### config.mk
export PLATFORM = sky130hd
export DESIGN_NAME = ram_reader
export DESIGN_NICKNAME = d
export VERILOG_FILES = /design/src/rtl/ram_reader.sv
export SDC_FILE = /design/constraint.sdc
export NUM_CORES = 1
export LEC_CHECK = 0
export CAP_MARGIN = 40
export CORE_ASPECT_RATIO = 0.9
export CORE_MARGIN = 8
export CORE_UTILIZATION = 35
export CTS_CLUSTER_DIAMETER = 150
export CTS_CLUSTER_SIZE = 10
export DETAILED_ROUTE_END_ITERATION = 16
export GPL_TIMING_DRIVEN = 0
export PLACE_DENSITY = 0.5
export SKIP_CTS_REPAIR_TIMING = 1
export SLEW_MARGIN = 20
export SYNTH_ARGS = -nofsm -noshare
export SYNTH_HDL_FRONTEND = slang
export SYNTH_SLANG_ARGS = --single-unit
### constraint.sdc
create_clock -name clk -period 3.8 [get_ports clk]
set_input_delay 0.38 -clock clk [delete_from_list [all_inputs] [get_ports clk]]
set_output_delay 0.38 -clock clk [all_outputs]
set_load 0.02 [all_outputs]
### src/rtl/ram_reader.sv
// Streams a block of RAM port-B words, in address order, onto a valid/ready interface.
// Reads are credit-limited so the 3-entry output FIFO can never overflow under backpressure.
module ram_reader #(
  parameter int ADDR_W = 8,
  parameter int DATA_W = 32
) (
  input  logic              clk,
  input  logic              rst,
  input  logic              start,
  input  logic [ADDR_W-1:0] base_addr,
  input  logic [ADDR_W:0]   len,
  output logic              busy,
  output logic              done,
  output logic [ADDR_W-1:0] addrb,
  input  logic [DATA_W-1:0] doutb,
  output logic              m_valid,
  input  logic              m_ready,
  output logic [DATA_W-1:0] m_data,
  output logic [ADDR_W-1:0] m_addr
);

  typedef enum logic [1:0] {
    S_IDLE = 2'd0,
    S_RUN  = 2'd1,
    S_DONE = 2'd2
  } state_t;

  localparam logic [ADDR_W-1:0] ONE_A = {{(ADDR_W-1){1'b0}}, 1'b1};
  localparam logic [ADDR_W:0]   ONE_L = {{ADDR_W{1'b0}}, 1'b1};

  state_t              state_q, state_d;
  logic [ADDR_W-1:0]   addr_q, addr_d;
  logic [ADDR_W-1:0]   addrb_q, addrb_d;
  logic [ADDR_W-1:0]   infl_addr_q, infl_addr_d;
  logic [ADDR_W:0]     issue_rem_q, issue_rem_d;
  logic [ADDR_W:0]     deliver_rem_q, deliver_rem_d;
  logic                inflight_q;
  logic [1:0]          rd_ptr_q, rd_ptr_d;
  logic [1:0]          wr_ptr_q, wr_ptr_d;
  logic [1:0]          count_q, count_d;
  logic [DATA_W-1:0]   fifo_data_q [3];
  logic [ADDR_W-1:0]   fifo_addr_q [3];

  logic issue;
  logic push;
  logic pop;

  function automatic logic [1:0] ptr_inc(input logic [1:0] p);
    return (p == 2'd2) ? 2'd0 : p + 2'd1;
  endfunction

  // Credit check sees registered occupancy only, so m_ready never reaches addrb.
  assign issue = (state_q == S_RUN) && (issue_rem_q != '0) &&
                 (({1'b0, count_q} + {2'b00, inflight_q}) < 3'd3);
  assign push  = inflight_q;
  assign pop   = m_valid && m_ready;

  assign addrb   = issue ? addr_q : addrb_q;
  assign busy    = (state_q == S_RUN);
  assign done    = (state_q == S_DONE);
  assign m_valid = (count_q != 2'd0);
  assign m_data  = fifo_data_q[rd_ptr_q];
  assign m_addr  = fifo_addr_q[rd_ptr_q];

  always_comb begin
    state_d       = state_q;
    addr_d        = addr_q;
    addrb_d       = addrb_q;
    infl_addr_d   = infl_addr_q;
    issue_rem_d   = issue_rem_q;
    deliver_rem_d = deliver_rem_q;
    rd_ptr_d      = rd_ptr_q;
    wr_ptr_d      = wr_ptr_q;
    count_d       = count_q + {1'b0, push} - {1'b0, pop};

    case (state_q)
      S_IDLE: begin
        if (start) begin
          if (len != '0) begin
            state_d       = S_RUN;
            addr_d        = base_addr;
            issue_rem_d   = len;
            deliver_rem_d = len;
          end else begin
            state_d = S_DONE;
          end
        end
      end
      S_RUN: begin
        if (pop && (deliver_rem_q == ONE_L)) begin
          state_d = S_DONE;
        end
      end
      S_DONE:  state_d = S_IDLE;
      default: state_d = S_IDLE;
    endcase

    // Issue stage: address goes to port B now, data returns next cycle.
    if (issue) begin
      addrb_d     = addr_q;
      infl_addr_d = addr_q;
      addr_d      = addr_q + ONE_A;
      issue_rem_d = issue_rem_q - ONE_L;
    end

    if (push) begin
      wr_ptr_d = ptr_inc(wr_ptr_q);
    end

    if (pop) begin
      rd_ptr_d      = ptr_inc(rd_ptr_q);
      deliver_rem_d = deliver_rem_q - ONE_L;
    end
  end

  always_ff @(posedge clk) begin
    if (rst) begin
      state_q       <= S_IDLE;
      addr_q        <= '0;
      addrb_q       <= '0;
      infl_addr_q   <= '0;
      issue_rem_q   <= '0;
      deliver_rem_q <= '0;
      inflight_q    <= 1'b0;
      rd_ptr_q      <= 2'd0;
      wr_ptr_q      <= 2'd0;
      count_q       <= 2'd0;
    end else begin
      state_q       <= state_d;
      addr_q        <= addr_d;
      addrb_q       <= addrb_d;
      infl_addr_q   <= infl_addr_d;
      issue_rem_q   <= issue_rem_d;
      deliver_rem_q <= deliver_rem_d;
      inflight_q    <= issue;
      rd_ptr_q      <= rd_ptr_d;
      wr_ptr_q      <= wr_ptr_d;
      count_q       <= count_d;
    end
  end

  // Capture stage: the word read last cycle lands in the FIFO with its address.
  always_ff @(posedge clk) begin
    if (rst) begin
      for (int i = 0; i < 3; i++) begin
        fifo_data_q[i] <= '0;
        fifo_addr_q[i] <= '0;
      end
    end else if (push) begin
      fifo_data_q[wr_ptr_q] <= doutb;
      fifo_addr_q[wr_ptr_q] <= infl_addr_q;
    end
  end

endmodule

## After elaboration in Yosys (flattened, before gate mapping)

Memory sizes are Yosys's and may differ from the RTL's. A register that Yosys moved wholly into a read port is not among the register bits.
Cells that the tools add are included.

| word-level totals | value |
|---|---|
| bits of input ports | 53 |
| output and inout port bits | 51 |
| memories | 2 |
| memory bits (writable) | 120 |
| bits in registers | 51 |

| operators by class | value |
|---|---|
| eq/ne operators | 7 |
| add/sub/neg operators | 8 |
| reductions and logical operators | 19 |
| multiplexer cells | 31 |
| $lt $le $gt $ge | 1 |

Memory list:

| name | words | width | read ports | clocked after Yosys merged registers in | write ports | RTL line | text |
|---|---|---|---|---|---|---|---|
| fifo_data_q | 3 | 32 | 1 | 1 | 3 | 41 | `logic [DATA_W-1:0] fifo_data_q [3];` |
| fifo_addr_q | 3 | 8 | 1 | 1 | 3 | 42 | `logic [ADDR_W-1:0] fifo_addr_q [3];` |

Operators by type and width:

| cell | count |
|---|---|
| $mux 8 | 6 |
| $mux 9 | 5 |
| $mux 32 | 1 |
| $reduce_or 32->1 | 1 |
| $mux 2 | 11 |
| $reduce_bool 9->1 | 2 |
| $sub 9x1->9 const B | 2 |
| $reduce_bool 2->1 | 7 |
| $eq 9x1->1 const B | 1 |
| $add 8x1->8 const B | 1 |
| $reduce_or 8->1 | 1 |
| $mux 1 | 7 |
| $eq 2x2->1 const B | 3 |
| $reduce_and 3->1 | 2 |
| $add 2x1->2 const B | 2 |
| $logic_and 1x1->1 | 4 |
| $pmux 2 s2 | 1 |
| $add 2x1->3 | 1 |
| $lt 3x2->1 const B | 1 |
| $add 2x1->2 | 1 |
| $eq 2x1->1 const B | 1 |
| $logic_not 2->1 | 1 |
| $ne 2x1->1 const B | 1 |
| $ne 2x2->1 const B | 1 |
| other kinds (2) | 2 |

## Logic depth before layout (Yosys ltp)

| logic depth | value |
|---|---|
| depth after elaboration | 5 |
| gate-level depth with buffers | 10 |
| gate-level depth less buffers | 9 |

## Worst setup path before layout

Ideal clock, no wire load.

| path | value |
|---|---|
| kind | input to register |
| start | input port rst |
| end | memory fifo_addr_q[3][0] (enable) |
| arrival time | 2430 ps |
| stages on the path | 3 |
| path buffers | 1 |
| setup slack | 933 ps |
| setup time | 437 ps |
| path through | buf_2 -> nand2b_1 -> nor2_1 |

RTL lines:

| what | RTL line | text |
|---|---|---|
| start, declared | 8 | `input logic rst,` |
| end, declared | 42 |  |

## Final worst setup path

| path | value |
|---|---|
| start | register inflight_q |
| end | output port addrb[3] |

| on the way | value |
|---|---|
| word-level cells in the longest chain between the ends | 4 |

RTL lines:

| what | RTL line | text |
|---|---|---|
| start, declared | 37 | `logic inflight_q;` |
| start signal, assigned | 135 | `inflight_q <= issue;` |
| $add 2x1->3 | 54 | `(({1'b0, count_q} + {2'b00, inflight_q}) < 3'd3);` |
| $lt 3x2->1 | 54 |  |
| $logic_and 1x1->1 | 53 | `assign issue = (state_q == S_RUN) && (issue_rem_q != '0) &&` |
| $mux 8 | n/a |  |
| end, declared | 14 | `output logic [ADDR_W-1:0] addrb,` |

Every way passes these cells.

==> out/qor.csv <==
metric,value,unit
count of buffers from port buffering,102,
share of the synthesized area in the top cell type,0.528,
Unique masters post-synth,61,
HPWL Detailed,14.4,mm
FP Rows,56,
"Cell Area, Synth",9090,µm²
die footprint,31400,µm²
CP endpoint kind,output pin,
Cells on Worst Hold Path,2,
total gr overflow,0,
drt initial violations,442,
syn_area_per_cell,14.0,µm²
Max Freq,282,MHz
Bufs on Longest Clock Path,3,
synth top area cells,"edfxtp_1, dfxtp_1, mux4_2",
clock insertion delay at the later pin of the skew report,0.51,ns
Post-synth top flop,edfxtp_1,
clock net sink count,213,
R2R depth,3,
status,finished clean,
root buffer cell,clkbuf_16,
Final Max Slew Viols,0,
Final Setup Violations,0,
hold_sp,rst,
Layout area overhead,24.3,%
R2R Setup Slk,1.52,ns
Pwr Density,535,nW/µm²
CP Data Arrival Time,3.17,ns
worst endpoint required time,3.42,ns
initial core utilization,0.353,
Die X,186,µm
Layout Skew,0.00895,ns
CP max FO,10,
"most common cell after layout, fill and taps aside",edfxtp_1,
vias in the first global route,6130,
Final Routed Wirelength,22.1,mm
H-tree Lvls,1,
worst hold path class,primary input to register,
max cap viols,0,
Synth Net Count,710,
"EDFF count, synth",160,
Post-synth ARST share,0,
Period minus WS final,3.55,ns
RSZ-0062 raised after global routing,no,
CTS buffer count,25,
Yosys top cell by area,edfxtp_1,
# DRC,0,
Worst-Margin Slew,0.739,ns
Routed Antenna Nets,0,
global-route wire length before repair,34.6,mm
most frequent cells in the layout,"edfxtp_1, and2_1, clkdlybuf4s50_1",
diode count,0,
Top Ports,104,
Total Routing Usage GR,0.142,
maximum VDD drop,0.242,mV
Avg WL per Cell,19.5,µm
reg-to-reg endpoint,fifo_data_q[0][23],
layout cells sized above 1,0.128,
TNS Setup,0,ns
CTS tree,built,
vias per inst,4.99,
"Power, Total",0.00604,W
Yosys reg bits,213,
worst min-delay path endpoint,deliver_rem_q[8],
sequential share of the synthesized area,0.645,
Synth Warn #,0,
fillers,2445,
vias,5669,
Fin. Hold Viols,0,
critical path type,register to output pin,
Final Cycle Share,0.935,
nets,841,
Core ar.,25800,µm²
GP Congestion,0.814,
Slew headroom,0.503,
LEAKAGE,3.96,nW
Clock transition at path regs,0.06,ns
Mapped Cells,649,
largest net degree at the start of global routing,41,
CP startpoint kind,register,
chip height,169,µm
initial antenna violation count,0,
final core occ,0.438,
reg2reg start,inflight_q,
Detailed Routing Iterations Pass 1,4,
cell families after synthesis:
| family | synth area share |
|---|---|
| compound gates | 0.0603 |
| mux | 0.100 |
| flops | 0.645 |
| fa+ha+maj | 0.0110 |
| xor+xnor | 0.00674 |
| buf+inv | 0.0209 |
| simple gates | 0.156 |
critical path, stage by stage (launching register included):
cell             delay, ns
dfxtp_1               0.35
ha_1                  0.22
ha_1                  0.27
a21oi_1               0.16
nand2_1               0.23
nor2_4                0.29
buf_2                 0.27
nand2_1               0.17
nand2_1               0.11
clkdlybuf4s50_1       0.61
per-stage QoR:
stage               std cells  area (µm²)  setup slack [ns]  hold WS, ns
finish                   1135       11300             0.248        0.218
global route             1135       11300            0.0470        0.221
CTS                      1135       11300           -0.0748        0.196
detailed placement       1101       10600             0.498        0.461
global placement         1099       10600            -0.807        0.454
floorplan                 649        9090             0.933        0.444
worst max-delay path by stage:
stage                     from  slack [ns]                  to  cells after the start
floorplan                  rst        0.93   fifo_addr_q[3][0]                      3
global placement           rst       -0.81  fifo_data_q[3][22]                      3
detailed placement  inflight_q        0.50            addrb[3]                      9
CTS                 inflight_q       -0.07            addrb[3]                      9
global route        inflight_q        0.05            addrb[3]                      9
finish              inflight_q        0.25            addrb[3]                      9
report_power, final:
| part | switching [W] | internal [W] |
|---|---|---|
| Combinational | 0.000677 | 0.000589 |
| Sequential | 0.0000889 | 0.00264 |
| Clock | 0.000861 | 0.00119 |
layer usage:
layer  up-vias  share of wire  track usage
met5         -              0            0
met2       156           0.49        0.241
met1      2813           0.43        0.183
met3        37          0.063       0.0289
li1       2663              -            -
met4         0          0.020       0.0362
synthesized netlist by cell type, drive strengths merged (3+ instances only):
master	n
clkbuf	20
nor3	16
a21oi	38
nand3	10
xnor2	4
o21ai	7
mux4	40
edfxtp	160
nand2b	4
nor2b	3
dfxtp	53
a211oi	8
ha	8
and3	3
or2	5
nor3b	4
and2	121
buf	13
a22oi	5
nor2	25
nor4	4
xor2	3
nand2	50
inv	12
final cells by class:
cell class                 count  area [µm²]  area share
sequential                   213        5870       0.519
clock inverter                 2        17.5     0.00155
inverter                      12        45.0     0.00398
buffer                        33         145      0.0128
timing repair buffer         104        1080      0.0952
tap                          348         435      0.0385
multi-input combinational    391        3070       0.271
clock buffer                  32         652      0.0577
sequential cells by signal, indices dropped and copies added, names as in the netlist, named ones only:
| name | count |
|---|---|
| fifo_addr_q | 32 |
| addrb_q | 8 |
| addr_q | 8 |
| deliver_rem_q | 9 |
| fifo_data_q | 128 |
| count_q | 2 |
| issue_rem_q | 9 |
| state_q | 2 |
| rd_ptr_q | 2 |
| infl_addr_q | 8 |
| inflight_q | 1 |
| wr_ptr_q | 2 |
No activity file was read; power rests on OpenSTA's default activity.
